==> config.mk <==
export PLATFORM = sky130hd
export DESIGN_NAME = icu_sequencer_flat
export DESIGN_NICKNAME = d
export VERILOG_FILES = /design/src/rtl/icu_sequencer_if.sv /design/src/rtl/icu_sequencer.sv /design/src/flat_wrapper.sv
export SDC_FILE = /design/constraint.sdc
export NUM_CORES = 1
export LEC_CHECK = 0
export CORE_MARGIN = 2
export CORE_UTILIZATION = 54
export CTS_CLUSTER_SIZE = 12
export DETAILED_ROUTE_END_ITERATION = 7
export PLACE_DENSITY_LB_ADDON = 0.08
export SYNTH_ARGS = -nofsm -noshare
export SYNTH_HDL_FRONTEND = slang
export SYNTH_SLANG_ARGS = --single-unit
==> constraint.sdc <==
create_clock -name clk -period 2.8 [get_ports clk]
set_input_delay 0.28 -clock clk [delete_from_list [all_inputs] [get_ports clk]]
set_output_delay 0.28 -clock clk [all_outputs]
set_load 0.005 [all_outputs]
==> src/rtl/icu_sequencer_if.sv <==
// Handshake bundle between the MC14500B ICU/reset module and the program sequencer.
// The master side drives the ICU flags and operand; the slave (sequencer) drives fetch control.
interface icu_sequencer_if #(
    parameter int ADDR_W      = 8,
    parameter int STACK_DEPTH = 4
) ();
    localparam int DEPTH_W = $clog2(STACK_DEPTH) + 1;

    logic                pc_reset;
    logic                jmp;
    logic                rtn;
    logic                flag_f;
    logic                flag_o;
    logic                resume;
    logic [ADDR_W-1:0]   jump_target;

    logic [ADDR_W-1:0]   pc;
    logic                fetch_en;
    logic                halted;
    logic                fault;
    logic [1:0]          fault_code;
    logic [DEPTH_W-1:0]  depth;
    logic                scan_done;

    modport master (
        output pc_reset, jmp, rtn, flag_f, flag_o, resume, jump_target,
        input  pc, fetch_en, halted, fault, fault_code, depth, scan_done
    );

    modport slave (
        input  pc_reset, jmp, rtn, flag_f, flag_o, resume, jump_target,
        output pc, fetch_en, halted, fault, fault_code, depth, scan_done
    );
endinterface

==> src/rtl/icu_sequencer.sv <==
// Program sequencer for the MC14500B ICU: owns the PC and return stack, and turns
// JMP/RTN/FLGF into calls, returns and halt while gating fetch around power-up reset.
module icu_sequencer #(
    parameter int ADDR_W      = 8,
    parameter int STACK_DEPTH = 4
) (
    input  logic           clk,
    input  logic           reset,
    icu_sequencer_if.slave bus
);
    localparam int IDX_W   = $clog2(STACK_DEPTH);
    localparam int DEPTH_W = IDX_W + 1;

    typedef enum logic [1:0] {
        S_IDLE,
        S_RUN,
        S_HALT,
        S_FAULT
    } state_e;

    localparam logic [1:0] CODE_NONE  = 2'b00;
    localparam logic [1:0] CODE_OVER  = 2'b01;
    localparam logic [1:0] CODE_UNDER = 2'b10;

    state_e             state_q, state_d;
    logic [ADDR_W-1:0]  pc_q, pc_d;
    logic [DEPTH_W-1:0] depth_q, depth_d;
    logic [1:0]         code_q, code_d;
    logic               armed_q, armed_d;
    logic               scan_q, scan_d;
    logic               push;

    logic [ADDR_W-1:0]  stack_q [STACK_DEPTH];
    logic [ADDR_W-1:0]  pc_inc;
    logic [IDX_W-1:0]   wr_idx;
    logic [IDX_W-1:0]   top_idx;

    assign pc_inc  = pc_q + ADDR_W'(1);
    assign wr_idx  = depth_q[IDX_W-1:0];
    // Wraps correctly when the stack is full: low bits are zero, minus one is the last slot.
    assign top_idx = depth_q[IDX_W-1:0] - IDX_W'(1);

    always_comb begin
        state_d = state_q;
        pc_d    = pc_q;
        depth_d = depth_q;
        code_d  = code_q;
        armed_d = armed_q;
        scan_d  = 1'b0;
        push    = 1'b0;

        if (bus.pc_reset) begin
            pc_d    = '0;
            depth_d = '0;
            code_d  = CODE_NONE;
            armed_d = 1'b1;
            state_d = S_IDLE;
        end else begin
            unique case (state_q)
                S_IDLE: begin
                    if (armed_q) state_d = S_RUN;
                end
                S_RUN: begin
                    scan_d = bus.flag_o;
                    // Return beats call, and both beat halt.
                    if (bus.rtn) begin
                        if (depth_q == '0) begin
                            state_d = S_FAULT;
                            code_d  = CODE_UNDER;
                        end else begin
                            pc_d    = stack_q[top_idx];
                            depth_d = depth_q - DEPTH_W'(1);
                        end
                    end else if (bus.jmp) begin
                        if (depth_q == DEPTH_W'(STACK_DEPTH)) begin
                            state_d = S_FAULT;
                            code_d  = CODE_OVER;
                        end else begin
                            push    = 1'b1;
                            pc_d    = bus.jump_target;
                            depth_d = depth_q + DEPTH_W'(1);
                        end
                    end else if (bus.flag_f) begin
                        pc_d    = pc_inc;
                        state_d = S_HALT;
                    end else begin
                        pc_d = pc_inc;
                    end
                end
                S_HALT: begin
                    if (bus.resume) state_d = S_RUN;
                end
                S_FAULT: begin
                    state_d = S_FAULT;
                end
                default: state_d = S_IDLE;
            endcase
        end
    end

    always_ff @(posedge clk) begin
        if (reset) begin
            state_q <= S_IDLE;
            pc_q    <= '0;
            depth_q <= '0;
            code_q  <= CODE_NONE;
            armed_q <= 1'b0;
            scan_q  <= 1'b0;
        end else begin
            state_q <= state_d;
            pc_q    <= pc_d;
            depth_q <= depth_d;
            code_q  <= code_d;
            armed_q <= armed_d;
            scan_q  <= scan_d;
        end
    end

    // Stack contents need no reset: depth alone decides which entries are live.
    always_ff @(posedge clk) begin
        if (push) stack_q[wr_idx] <= pc_inc;
    end

    assign bus.pc         = pc_q;
    assign bus.fetch_en   = (state_q == S_RUN);
    assign bus.halted     = (state_q == S_HALT);
    assign bus.fault      = (state_q == S_FAULT);
    assign bus.fault_code = code_q;
    assign bus.depth      = depth_q;
    assign bus.scan_done  = scan_q;
endmodule

==> src/flat_wrapper.sv <==
// flat-port wrapper written by rule: the top's interface ports become plain ports
module icu_sequencer_flat 
#(
    parameter int ADDR_W      = 8,
    parameter int STACK_DEPTH = 4
)
  (clk, reset, bus_pc_reset, bus_jmp, bus_rtn, bus_flag_f, bus_flag_o, bus_resume, bus_jump_target, bus_pc, bus_fetch_en, bus_halted, bus_fault, bus_fault_code, bus_depth, bus_scan_done);
  icu_sequencer_if #(.ADDR_W(ADDR_W), .STACK_DEPTH(STACK_DEPTH)) bus_i ();
  input  logic clk;
  input  logic reset;
  input wire logic [$bits(bus_i.pc_reset)-1:0] bus_pc_reset;
  input wire logic [$bits(bus_i.jmp)-1:0] bus_jmp;
  input wire logic [$bits(bus_i.rtn)-1:0] bus_rtn;
  input wire logic [$bits(bus_i.flag_f)-1:0] bus_flag_f;
  input wire logic [$bits(bus_i.flag_o)-1:0] bus_flag_o;
  input wire logic [$bits(bus_i.resume)-1:0] bus_resume;
  input wire logic [$bits(bus_i.jump_target)-1:0] bus_jump_target;
  output wire logic [$bits(bus_i.pc)-1:0] bus_pc;
  output wire logic [$bits(bus_i.fetch_en)-1:0] bus_fetch_en;
  output wire logic [$bits(bus_i.halted)-1:0] bus_halted;
  output wire logic [$bits(bus_i.fault)-1:0] bus_fault;
  output wire logic [$bits(bus_i.fault_code)-1:0] bus_fault_code;
  output wire logic [$bits(bus_i.depth)-1:0] bus_depth;
  output wire logic [$bits(bus_i.scan_done)-1:0] bus_scan_done;
  assign bus_i.pc_reset = bus_pc_reset;
  assign bus_i.jmp = bus_jmp;
  assign bus_i.rtn = bus_rtn;
  assign bus_i.flag_f = bus_flag_f;
  assign bus_i.flag_o = bus_flag_o;
  assign bus_i.resume = bus_resume;
  assign bus_i.jump_target = bus_jump_target;
  assign bus_pc = bus_i.pc;
  assign bus_fetch_en = bus_i.fetch_en;
  assign bus_halted = bus_i.halted;
  assign bus_fault = bus_i.fault;
  assign bus_fault_code = bus_i.fault_code;
  assign bus_depth = bus_i.depth;
  assign bus_scan_done = bus_i.scan_done;
  icu_sequencer #(.ADDR_W(ADDR_W), .STACK_DEPTH(STACK_DEPTH)) u_core (.clk(clk), .reset(reset), .bus(bus_i));
endmodule
After elaboration in Yosys (flattened, before gate mapping)
Memory sizes are Yosys's and may differ from the RTL's.
Index checks and enable logic that the tools add are counted.
{"block": "op_classes", "add_sub_neg": 4, "n_eq_ne": 13, "muxes": 27, "bitwise": 1, "reduce_logical": 10}
{"cell": "8-bit two-way mux", "count": 4}
{"cell": "2-bit two-way mux", "count": 11}
{"cell": "3-bit two-way mux", "count": 4}
{"cell": "8-bit by 1-bit adder with 8-bit output, second input constant", "count": 1}
{"cell": "2-bit case mux with 4 select lines", "count": 1}
{"cell": "4-bit AND reduction", "count": 2}
{"cell": "1-bit two-way mux", "count": 7}
{"cell": "2-bit inequality test, second input constant", "count": 3}
{"cell": "5-bit AND reduction", "count": 1}
{"cell": "2-bit equality test, second input constant", "count": 2}
{"cell": "2-bit by 1-bit inequality test with 1-bit output, second input constant", "count": 2}
{"cell": "4-bit by 3-bit inequality test with 1-bit output, second input constant", "count": 1}
{"cell": "4-bit inequality test, second input constant", "count": 1}
{"cell": "2-bit nonzero test", "count": 2}
{"cell": "3-bit by 1-bit adder with 3-bit output, second input constant", "count": 1}
{"cell": "3-bit equality test, second input constant", "count": 1}
{"cell": "3-bit zero test", "count": 1}
{"cell": "3-bit by 2-bit inequality test with 1-bit output, second input constant", "count": 1}
{"cell": "3-bit inequality test, second input constant", "count": 1}
{"cell": "3-bit AND reduction", "count": 1}
{"cell": "3-bit OR reduction", "count": 1}
{"cell": "3-bit by 1-bit subtractor with 3-bit output, second input constant", "count": 1}
{"cell": "2-bit by 1-bit equality test with 1-bit output, second input constant", "count": 1}
{"cell": "2-bit zero test", "count": 1}
{"cell": "other kinds (3)", "count": 3}
{"block": "word_totals", "ff_bits": 17, "ram_bits": 32, "inputBits": 16, "elab_cells": 62, "memories": 1}
{"memory": "u_core.stack_q", "words": 4, "width": 8, "rd": 1, "rd_ports_with_merged_regs": 0, "wr": 1, "line_no": "icu_sequencer.sv:33", "source": "logic [ADDR_W-1:0] stack_q [STACK_DEPTH];"}

Depth between registers and ports, before layout
{"block": "logic_depth", "word_depth": 8, "depth_mapped": 8}

Least setup slack after synthesis
OpenSTA, ideal clock, no wires.
{"block": "synth_path", "path_type": "reg-to-reg", "from": "register u_core.depth_q[0], in the netlist u_core.bus.depth[0]", "to": "memory u_core.stack_q[0][0], enable pin", "t_arrival_ns": 1.730, "required_time_ns": 2.468, "slack_ns": 0.738, "stages_incl_launch_ff": 8, "synth_period_minus_slack_ns": 2.062, "cell_sequence": "dfxtp_1 -> buf_6 -> inv_1 -> ha_1 -> a21boi_1 -> nand2_1 -> nor3_1 -> and2_1"}
{"block": "synth_via", "elab_chain_cells": 8}
{"element": "start: declaration", "line_no": "icu_sequencer.sv:27", "source": "logic [DEPTH_W-1:0] depth_q, depth_d;"}
{"element": "start signal: assignment", "line_no": "icu_sequencer.sv:112", "source": "depth_q <= depth_d;"}
{"element": "3-bit equality test", "line_no": "icu_sequencer.sv:75", "source": "if (depth_q == DEPTH_W'(STACK_DEPTH)) begin"}
{"element": "1-bit two-way mux", "line_no": "icu_sequencer.sv:75"}
{"element": "1-bit two-way mux", "line_no": "icu_sequencer.sv:74", "source": "end else if (bus.jmp) begin"}
{"element": "1-bit two-way mux", "line_no": "icu_sequencer.sv:66", "source": "if (bus.rtn) begin"}
{"element": "1-bit two-way mux", "line_no": "icu_sequencer.sv:59", "source": "unique case (state_q)"}
{"element": "1-bit two-way mux", "line_no": "icu_sequencer.sv:52", "source": "if (bus.pc_reset) begin"}
{"element": "1-bit two-way mux", "line_no": "icu_sequencer.sv:121", "source": "if (push) stack_q[wr_idx] <= pc_inc;"}
{"element": "1-bit two-way mux (implied by the code)", "line_no": "icu_sequencer.sv:121"}
{"element": "end: declaration", "line_no": "icu_sequencer.sv:33"}
Several ways; a longest one is shown, not always the timed one.

Worst setup path in the final report
{"block": "layout_path", "from": "register u_core.depth_q[1], in the netlist u_core.bus.depth[1]", "to": "memory u_core.stack_q[0][1], enable pin"}
The elaborated chain is that of the path after synthesis.

==> flow_metrics.py <==
metrics = {
    "clocking": {
        "post_cts_resized": 0,
        "cts.path.max_buffers": 2,
        "cts.sinks": 49,
        "cts_setup_buffers": 0,
        "clk_root_buffer_cell": "sky130_fd_sc_hd__clkbuf_8",
        "insertion_delay_ns": 0.31,
        "cts_max_level": 2,
        "ctsHoldBuffers": 0,
        "tritoncts.num_buffers": 5,
        "cts.clk_slew.worst_paths_ns": 0.09,
        "cts_tree": "done",
    },
    "cells_and_area": {
        "areaGrowthSynthToFinish_pct": 19.7,
        "final_cell_area_sq_um": 2790,
        "layout.cells.most_common_list": "sky130_fd_sc_hd__clkdlybuf4s50_1, sky130_fd_sc_hd__edfxtp_1, sky130_fd_sc_hd__dfxtp_1",
        "layout_cells_sized_above_1_pct": 8.56,
        "total_number_of_nets_in_the_final_design": 243,
        "antenna_cells_inserted": 0,
    },
    "timing": {
        "setup_tns_ns": 0,
        "setup-violations-final": 0,
        "grt_setup_unrepaired": "no",
        "fin_skew_ns": 0.00376,
        "timing.max_slew.rel_slack_pct": 59.7,
        "period_minus_slack_ns": 2.33,
        "layout_worst_path_cycle_share_pct": 83.4,
        "fmaxAchievable_ghz": 0.428,
        "report.final.hold_viol_count": 0,
        "number_of_slew_limit_violations_in_the_final_report": 0,
        "max_slew.worst_pin.slew_ns": 0.602,
    },
    "setup_path": {
        "reg_to_reg_start": "u_core.bus.depth[1]",
        "crit_path_start": "u_core.bus.depth[1]",
        "critical_path_arrival_ns": 2.30,
        "worst_setup_path_end_kind": "flop",
        "worstPathMaxFanout": 8,
        "timing.critical_path.from_type": "flop",
        "r2r_cells": 6,
        "critical_path_class": "flop to flop",
        "worst_ep_required_time_ns": 2.76,
    },
    "grt": {
        "gr-total-overflow": 0,
        "pin_count_of_the_biggest_net_entering_global_routing": 23,
        "grt_antenna_before_repair": 0,
        "globalRouteTotalUtil_pct": 23.7,
        "first_pass_grt_wire_length_mm": 8.78,
        "first_global_vias": 1722,
    },
    "logic_synthesis": {
        "synth_top_flop_cell": "sky130_fd_sc_hd__edfxtp_1",
        "synth_nets": 209,
        "ys_ff_latch": 49,
        "synth_enable_flop_cells": 32,
        "synth.distinct_cells": 50,
        "combined_area_of_all_synthesized_cells_sq_um": 2330,
        "synthesis.area_per_instance_sq_um": 12.5,
        "synthCells": 187,
        "ys.warnings.count": 0,
        "asyncSetResetFlopFracSynth_pct": 0,
        "synth.yosys.seq_area_share_pct": 55.8,
    },
    "pwr": {
        "leakage_power_nw": 0.955,
        "design_power_total_mw": 1.30,
        "vdd_ir_drop_max_mv": 0.449,
        "power.density_cell_area_nw_per_um2": 466,
    },
    "route": {
        "drt_drc_violations_left": 0,
        "via_count": 1684,
        "drt_first_pass_iters": 4,
        "postRouteWirelength_mm": 5.34,
        "dr_vias_cell": 6.19,
        "detailedRoute.firstIterationViolations": 141,
        "wire_per_inst_um": 19.6,
        "detail-route-antenna-nets": 0,
    },
    "die": {
        "die_w_um": 69.7,
        "initial_utilization_pct": 57.1,
        "core-area_sq_um": 4090,
        "rows": 23,
        "top_level_ports": 33,
        "die_h_um": 69.7,
        "die_area_sq_um": 4860,
    },
    "placed_design": {
        "detailedPlacementHpwl_mm": 3.80,
        "place.port_buffers": 32,
        "globalplace.congestion": 0.833,
        "placement.cell_area_sq_um": 2700,
    },
    "run": {
        "drv_cap": 0,
    },
    "worst_hold_path": {
        "hold_path_class": "flop to flop",
        "min_delay_path_depth": 2,
        "worstHoldStart": "u_core.bus.fault_code[0]",
    },
    "outcome": {
        "result_of_the_run": "complete, no violations",
    },
}
-- sequential cells by signal (all words and copies together), names as in the netlist --
signal	flops
u_core.bus.pc	8
u_core.state_q	2
u_core.stack_q	32
u_core.bus.fault_code	2
u_core.bus.scan_done	1
u_core.armed_q	1
u_core.bus.depth	3
-- cells in the mapped netlist (4+ instances only) --
cell type / n / area share, %
sky130_fd_sc_hd__ha_1: 5 / 2.7
sky130_fd_sc_hd__and2_1: 5 / 1.3
sky130_fd_sc_hd__xnor2_1: 6 / 2.3
sky130_fd_sc_hd__dfxtp_1: 17 / 15
sky130_fd_sc_hd__nor2_1: 11 / 1.8
sky130_fd_sc_hd__a211oi_1: 4 / 1.3
sky130_fd_sc_hd__edfxtp_1: 32 / 41
sky130_fd_sc_hd__inv_1: 7 / 1.1
sky130_fd_sc_hd__a21oi_1: 8 / 1.7
sky130_fd_sc_hd__o21ai_0: 6 / 1.3
sky130_fd_sc_hd__o22ai_1: 5 / 1.3
sky130_fd_sc_hd__buf_2: 5 / 1.1
sky130_fd_sc_hd__nand2_1: 16 / 2.6
sky130_fd_sc_hd__mux4_1: 5 / 5.6
-- routing by layer --
layer	part of all wire, %	vias to the layer above	global-route usage [%]
met5	0	-	0
met4	1.3	0	7.05
met3	5.5	7	6.69
met2	51	50	40.1
met1	42	848	29.8
li1	-	779	-
-- report_power, final --
part	switching (mW)	leakage (nW)	internal, mW
registers	0.00441	0.415	0.765
clock network	0.254	0.0447	0.181
logic	0.0494	0.495	0.0478
total	0.307	0.955	0.994
-- worst max-delay path, cell delays in order, from the launching register on --
cell	delay, ns
sky130_fd_sc_hd__dfxtp_1	0.42
sky130_fd_sc_hd__inv_1	0.12
sky130_fd_sc_hd__ha_1	0.31
sky130_fd_sc_hd__a21boi_1	0.28
sky130_fd_sc_hd__nand2_1	0.08
sky130_fd_sc_hd__nor3_1	0.31
sky130_fd_sc_hd__and2_1	0.47
-- path summary, 6_finish.rpt --
check,end,slack (ns)
min,u_core.bus.fault_code[0],0.50
min reg2reg,u_core.bus.fault_code[0],0.50
max,u_core.stack_q[0][1],0.47
max reg2reg,u_core.stack_q[0][1],0.47
-- kinds of logic (layout without fill, tap and decap cells) --
kind of cell / count (synthesis) / count (layout) / synth area share (%)
adder cells (fa/ha/maj): 6 / 6 / 3.54
buffers and inverters: 16 / 51 / 3.16
AND/OR/NAND/NOR: 52 / 52 / 11.3
flip-flops: 49 / 49 / 55.8
AO/OA/AOI/OAI: 45 / 45 / 13.5
multiplexers: 10 / 10 / 9.38
XOR/XNOR: 9 / 9 / 3.38
-- area by class of cell --
class	count	area, sq um
tap	50	62.6
clock buffer	5	68.8
inverter	7	26.3
clock inverter	3	25.0
multi-input combinational	122	958
timing repair buffer	36	350
fill	299	1290
sequential	49	1300
-- stage by stage --
stage	hold slack [ns]	utilization (%)	worst slack (ns)	std cells
CTS	0.504	68.3	0.445	272
detailed placement	0.488	66.0	0.475	264
finish	0.501	68.3	0.466	272
floorplan	0.352	-	0.738	187
global placement	0.447	66.0	0.625	264
global route	0.538	68.3	0.293	272
(Power assumes the default switching activity.)
